==> src/rtl/rx_port_cpl_router.sv <==
// Completion router: tracks four outstanding read tags and steers completion
// words to the main, sg_rx or sg_tx consumer, signalling per-destination done/error.
module rx_port_cpl_router #(
   parameter int C_DATA_WIDTH = 32
) (
   input  logic                    CLK,
   input  logic                    RST,
   input  logic                    RX_REQ_ACK,
   input  logic [1:0]              RX_REQ_TAG,
   input  logic [9:0]              RX_REQ_LEN,
   input  logic [1:0]              RX_REQ_SRC,
   input  logic [C_DATA_WIDTH-1:0] CPL_DATA,
   input  logic                    CPL_DATA_VALID,
   input  logic [1:0]              CPL_TAG,
   input  logic                    CPL_ERR,
   output logic [3:0]              TAG_FREE,
   output logic [C_DATA_WIDTH-1:0] MAIN_DATA,
   output logic [C_DATA_WIDTH-1:0] SG_RX_DATA,
   output logic [C_DATA_WIDTH-1:0] SG_TX_DATA,
   output logic                    MAIN_DATA_EN,
   output logic                    SG_RX_DATA_EN,
   output logic                    SG_TX_DATA_EN,
   output logic                    MAIN_DONE,
   output logic                    SG_RX_DONE,
   output logic                    SG_TX_DONE,
   output logic                    MAIN_ERR,
   output logic                    SG_RX_ERR,
   output logic                    SG_TX_ERR,
   output logic                    UNEXP_CPL,
   output logic                    REQ_COLLISION
);

   localparam int NTAG  = 4;
   localparam int NDEST = 3;

   logic [NTAG-1:0]         busy;
   logic [1:0]              src_tab [NTAG];
   logic [10:0]             rem_tab [NTAG];
   logic [2:0]              cnt [NDEST];
   logic [NDEST-1:0]        sticky;

   logic [C_DATA_WIDTH-1:0] data_q [NDEST];
   logic [NDEST-1:0]        data_en_q;
   logic [NDEST-1:0]        done_q;
   logic [NDEST-1:0]        err_q;
   logic                    unexp_q;
   logic                    coll_q;

   logic                    cpl_busy;
   logic [1:0]              cpl_src;
   logic                    beat;
   logic                    err_cpl;
   logic                    retire;
   logic                    unexp;
   logic                    alloc;
   logic                    collide;
   logic [10:0]             new_len;
   logic [NDEST-1:0]        inc;
   logic [NDEST-1:0]        dec;
   logic [NDEST-1:0]        set_err;
   logic [NDEST-1:0]        route;
   logic [NDEST-1:0]        dest_done;
   logic [2:0]              cnt_next [NDEST];

   // A tag retiring this cycle may be reallocated at once; the beat still
   // routes to the old source because cpl_src reads the pre-update table.
   always_comb begin
      cpl_busy = busy[CPL_TAG];
      cpl_src  = src_tab[CPL_TAG];
      err_cpl  = CPL_ERR && cpl_busy;
      beat     = CPL_DATA_VALID && !CPL_ERR && cpl_busy;
      retire   = err_cpl || (beat && (rem_tab[CPL_TAG] == 11'd1));
      unexp    = (CPL_DATA_VALID || CPL_ERR) && !cpl_busy;
      alloc    = RX_REQ_ACK && (RX_REQ_SRC != 2'd3) &&
                 (!busy[RX_REQ_TAG] || (retire && (CPL_TAG == RX_REQ_TAG)));
      collide  = RX_REQ_ACK && !alloc;
      new_len  = (RX_REQ_LEN == 10'd0) ? 11'd1024 : {1'b0, RX_REQ_LEN};
      for (int d = 0; d < NDEST; d++) begin
         inc[d]       = alloc && (RX_REQ_SRC == 2'(d));
         dec[d]       = retire && (cpl_src == 2'(d));
         set_err[d]   = err_cpl && (cpl_src == 2'(d));
         route[d]     = beat && (cpl_src == 2'(d));
         cnt_next[d]  = cnt[d] + {2'b00, inc[d]} - {2'b00, dec[d]};
         dest_done[d] = dec[d] && (cnt_next[d] == 3'd0);
      end
   end

   // Allocation wins over retirement when both target the same entry.
   always_ff @(posedge CLK or posedge RST) begin
      if (RST) begin
         busy <= '0;
         for (int t = 0; t < NTAG; t++) begin
            src_tab[t] <= 2'd0;
            rem_tab[t] <= 11'd0;
         end
      end else begin
         for (int t = 0; t < NTAG; t++) begin
            if (alloc && (RX_REQ_TAG == 2'(t))) begin
               busy[t]    <= 1'b1;
               src_tab[t] <= RX_REQ_SRC;
               rem_tab[t] <= new_len;
            end else if (retire && (CPL_TAG == 2'(t))) begin
               busy[t]    <= 1'b0;
               rem_tab[t] <= 11'd0;
            end else if (beat && (CPL_TAG == 2'(t))) begin
               rem_tab[t] <= rem_tab[t] - 11'd1;
            end
         end
      end
   end

   // The sticky error is reported with the final done and then forgotten.
   always_ff @(posedge CLK or posedge RST) begin
      if (RST) begin
         sticky <= '0;
         err_q  <= '0;
         done_q <= '0;
         for (int d = 0; d < NDEST; d++) begin
            cnt[d] <= 3'd0;
         end
      end else begin
         for (int d = 0; d < NDEST; d++) begin
            cnt[d]    <= cnt_next[d];
            done_q[d] <= dest_done[d];
            err_q[d]  <= dest_done[d] && (sticky[d] || set_err[d]);
            sticky[d] <= dest_done[d] ? 1'b0 : (sticky[d] || set_err[d]);
         end
      end
   end

   always_ff @(posedge CLK or posedge RST) begin
      if (RST) begin
         data_en_q <= '0;
         unexp_q   <= 1'b0;
         coll_q    <= 1'b0;
         for (int d = 0; d < NDEST; d++) begin
            data_q[d] <= '0;
         end
      end else begin
         data_en_q <= route;
         unexp_q   <= unexp;
         coll_q    <= collide;
         for (int d = 0; d < NDEST; d++) begin
            if (route[d]) begin
               data_q[d] <= CPL_DATA;
            end
         end
      end
   end

   assign TAG_FREE      = ~busy;
   assign MAIN_DATA     = data_q[0];
   assign SG_RX_DATA    = data_q[1];
   assign SG_TX_DATA    = data_q[2];
   assign MAIN_DATA_EN  = data_en_q[0];
   assign SG_RX_DATA_EN = data_en_q[1];
   assign SG_TX_DATA_EN = data_en_q[2];
   assign MAIN_DONE     = done_q[0];
   assign SG_RX_DONE    = done_q[1];
   assign SG_TX_DONE    = done_q[2];
   assign MAIN_ERR      = err_q[0];
   assign SG_RX_ERR     = err_q[1];
   assign SG_TX_ERR     = err_q[2];
   assign UNEXP_CPL     = unexp_q;
   assign REQ_COLLISION = coll_q;

endmodule
==> config.mk <==
export PLATFORM = sky130hd
export DESIGN_NAME = rx_port_cpl_router
export DESIGN_NICKNAME = d
export VERILOG_FILES = /design/src/rtl/rx_port_cpl_router.sv
export SDC_FILE = /design/constraint.sdc
export NUM_CORES = 1
export LEC_CHECK = 0
export BUFFER_PORTS_ARGS = -buffer_cell sky130_fd_sc_hd__buf_2
export CAP_MARGIN = 20
export CORE_ASPECT_RATIO = 1.1
export CORE_MARGIN = 10
export CORE_UTILIZATION = 50
export DETAILED_ROUTE_END_ITERATION = 12
export HOLD_SLACK_MARGIN = 0.03
export PLACE_DENSITY = 0.77
export SYNTH_ARGS = -nofsm -noshare
export SYNTH_HDL_FRONTEND = slang
export SYNTH_SLANG_ARGS = --single-unit
==> constraint.sdc <==
create_clock -name CLK -period 5.35 [get_ports CLK]
set_input_delay 1.07 -clock CLK [delete_from_list [all_inputs] [get_ports CLK]]
set_output_delay 1.07 -clock CLK [all_outputs]
set_load 0.03 [all_outputs]
==> results.cfg <==
[detailed_routing]
ant_nets = 0
drt_iter0_drc = 397
vias = 6360
vias_per_cell = 5.65
drt-total-wl_um = 21400
post_drt_wl_per_cell_um = 19.0
drt-pass1-iter-count = 5
drc = 0

[global_route]
grt_pass1_vias = 6489
grt_use_total = 0.197
antenna_found_initial = 2
grt_first_pass_wirelength_um = 34600
grt_max_degree = 176
overflow = 0

[layout]
final_area_sq_um = 9820
drive_above_1_share = 0.350
fillerInstances = 1328
finalNetCount = 978
synthToLayoutAreaGrowth_pct = 20.2

[setup_path]
r2r_setup_slack_ns = 1.24
max_stage_delay_ns = 0.54
r2r_end = sticky[0]
cp.arrival_ns = 4.56
cp-end-kind = register
cp_slowest_cell = or4_1
worstSetupPathType = in2reg
critPathLaunchType = input port
cp_cell_sequence = buf_2 > or4b_1 > nor4_1 > o221ai_1 > o31ai_4 > a21oi_2 > or3_1 > ha_1 > inv_1 > ha_1 > fa_1 > or4_1 > nor2_1 > nor2_1
required_ns = 5.66
cp_top_family = simple AND/OR/NAND/NOR gates
cp_max_fo = 8
ff2ff_path_depth = 13
r2r-start = rem_tab[37]
crit_buf_inv = 2

[die]
die_area_sq_um = 21900
num_io_pins = 164
core-area_sq_um = 15900
die_width_um = 142
initial_utilization = 0.515
die_h_um = 154
rows = 48

[timing]
whs_ns = 0.461
rsz0062_at_grt = false
period_share = 0.794
finClkSkew_ns = 0.0105
relSlewSlack = 0.291
min_period_ns = 4.25
setup_viol = 0
hold_viol = 0
report.final.slew_viol_count = 0
tns_ns = 0
fmax_ghz = 0.236
worst_pin_slew_ns = 1.06

[synth]
synth_top_area_frac = 0.536
yosys.area.top_type = dfrtp_1
ys_top_cells_by_count = 175 x dfrtp_1, 135 x nand2_1, 93 x mux2_2
synth_area_per_cell_sq_um = 10.9
synthCells = 750
synth_nets = 816
synth_top_flop_cell = dfrtp_1
yosysMostFrequentCell = dfrtp_1
ys_ff_latch = 175
seq_area_frac_synth = 0.536
synth.area.top_cells = dfrtp_1 54%, mux2_2 13%, nand2_1 6.2%, mux2i_1 2.5%, o21ai_0 2.4%
async_flop_share = 1.00
synth_warnings = 0
synth_cell_types = 47
synth_edf_count = 0
netlist_area_sq_um = 8170

[cts]
clock-root-buffer = clkbuf_16
cts_tree = yes
cts.hold.buffers_added = 0
postCtsResizedCells = 0
post_cts_buffers = 0
clock_path_buffers = 2
clkLatencyLatePin_ns = 0.43
htree_levels = 4
cts_sinks = 175
numCtsBuffers = 17
clk_pin_slew_ns = 0.07

[placement]
place_congestion = 0.896
placed_cell_area_sq_um = 9210
portBuffers = 163
hpwl_um = 15100

[job]
maxCapViolCount = 0

[worst_hold_path]
hold_start = cnt[2]
holdPathStages = 1
hold_path_end = cnt[2]
hold_path_class = reg2reg

[power]
power_density_nw_per_um2 = 641
p_total_mw = 6.30
p_leak_nw = 4.72
ir_drop_mv = 0.410

[run_status]
outcome = completed
-- worst max path at each step --
stage                from         to  slack [ns]  cells after the start
2_1_floorplan  CPL_TAG[1]  sticky[0]        0.85                     14
3_3_place_gp   CPL_TAG[1]  sticky[0]        0.72                     14
3_5_place_dp   CPL_TAG[1]  sticky[0]        0.65                     14
4_1_cts        CPL_TAG[1]  sticky[0]        1.12                     14
5_1_grt        CPL_TAG[1]  sticky[2]        0.89                     17
6_report       CPL_TAG[1]  sticky[0]        1.10                     14
-- state kept, by name, summed over array words and instances, names as in the netlist --
register	count
MAIN_DATA	32
REQ_COLLISION	1
SG_RX_DATA	32
SG_TX_DATA	32
UNEXP_CPL	1
busy	4
cnt	9
data_en_q	3
done_q	3
err_q	3
rem_tab	44
src_tab	8
sticky	3
-- cells by family (layout without fill, tap and decap cells) --
| kind of cell | Yosys count | after routing | synth area share |
|---|---|---|---|
| AO/OA/AOI/OAI | 96 | 96 | 0.0735 |
| other | 0 | 1 | 0 |
| multiplexers | 122 | 122 | 0.174 |
| AND/OR/NAND/NOR | 268 | 268 | 0.149 |
| buffers and inverters | 64 | 239 | 0.0320 |
| XOR/XNOR | 12 | 12 | 0.0129 |
| adder cells (fa/ha/maj) | 13 | 13 | 0.0227 |
| flip-flops | 175 | 175 | 0.536 |
-- metal layers --
metal / wire, um / GRT usage
met5: 7 / 0
met4: 577 / 0.0736
met3: 2160 / 0.0779
met2: 10100 / 0.306
met1: 8580 / 0.243
-- through the flow --
stage	setup WS, ns	cells	util
after floorplan	0.855	750	-
after global placement	0.725	1092	0.581
after detailed placement	0.655	1092	0.581
after CTS	1.12	1124	0.619
after global routing	0.888	1126	0.619
final	1.10	1126	0.619
-- power by group --
part | internal, mW | total (mW) | switching [mW] | leakage (nW)
sequential | 1.92 | 2.33 | 0.418 | 2.16
combinational | 0.984 | 2.69 | 1.71 | 2.26
clock | 0.710 | 1.27 | 0.560 | 0.294
total | 3.61 | 6.30 | 2.69 | 4.72
-- layout by cell type, fill, tap and decap left out, types with 4 or more instances in the layout --
| master | synthesis | layout |
|---|---|---|
| or2_2 | 6 | 6 |
| ha_1 | 10 | 10 |
| a21o_1 | 4 | 4 |
| mux2i_1 | 20 | 20 |
| o31ai_1 | 5 | 5 |
| nand2b_1 | 10 | 10 |
| mux4_2 | 5 | 5 |
| mux2_4 | 4 | 4 |
| nor4_1 | 14 | 14 |
| nor3_1 | 22 | 22 |
| a21oi_1 | 21 | 21 |
| xnor2_1 | 6 | 6 |
| xor2_1 | 6 | 6 |
| a22oi_1 | 6 | 6 |
| buf_2 | 5 | 163 |
| buf_4 | 2 | 12 |
| nor2_1 | 49 | 47 |
| or4_1 | 6 | 6 |
| o41ai_1 | 7 | 7 |
| mux2_2 | 93 | 93 |
| nand2_1 | 135 | 135 |
| clkbuf_16 | 0 | 17 |
| or3_1 | 9 | 9 |
| nand3_1 | 6 | 6 |
| dfrtp_1 | 175 | 175 |
| o21ai_0 | 39 | 39 |
| inv_6 | 0 | 7 |
| inv_1 | 30 | 29 |
-- cell type report --
cell class | instances | area (sq um) | share of cell area
well taps | 200 | 250 | 0.0255
diodes | 1 | 2.50 | 0.000255
inverters | 30 | 116 | 0.0118
flip-flops and latches | 175 | 4380 | 0.446
repair buffers | 177 | 933 | 0.0950
clock buffers | 19 | 433 | 0.0441
clock inverters | 13 | 164 | 0.0167
multi-input cells | 511 | 3540 | 0.361
-- worst register-to-register path: stages, from the launching register on --
cell	delay, ns
dfrtp_1	0.46
or4_4	0.59
o41ai_1	0.26
a21oi_1	0.20
o31ai_4	0.30
a21oi_2	0.16
or3_1	0.33
ha_1	0.28
inv_1	0.04
ha_1	0.18
fa_1	0.46
or4_1	0.54
nor2_1	0.14
nor2_1	0.07
(Power assumes the default switching activity.)
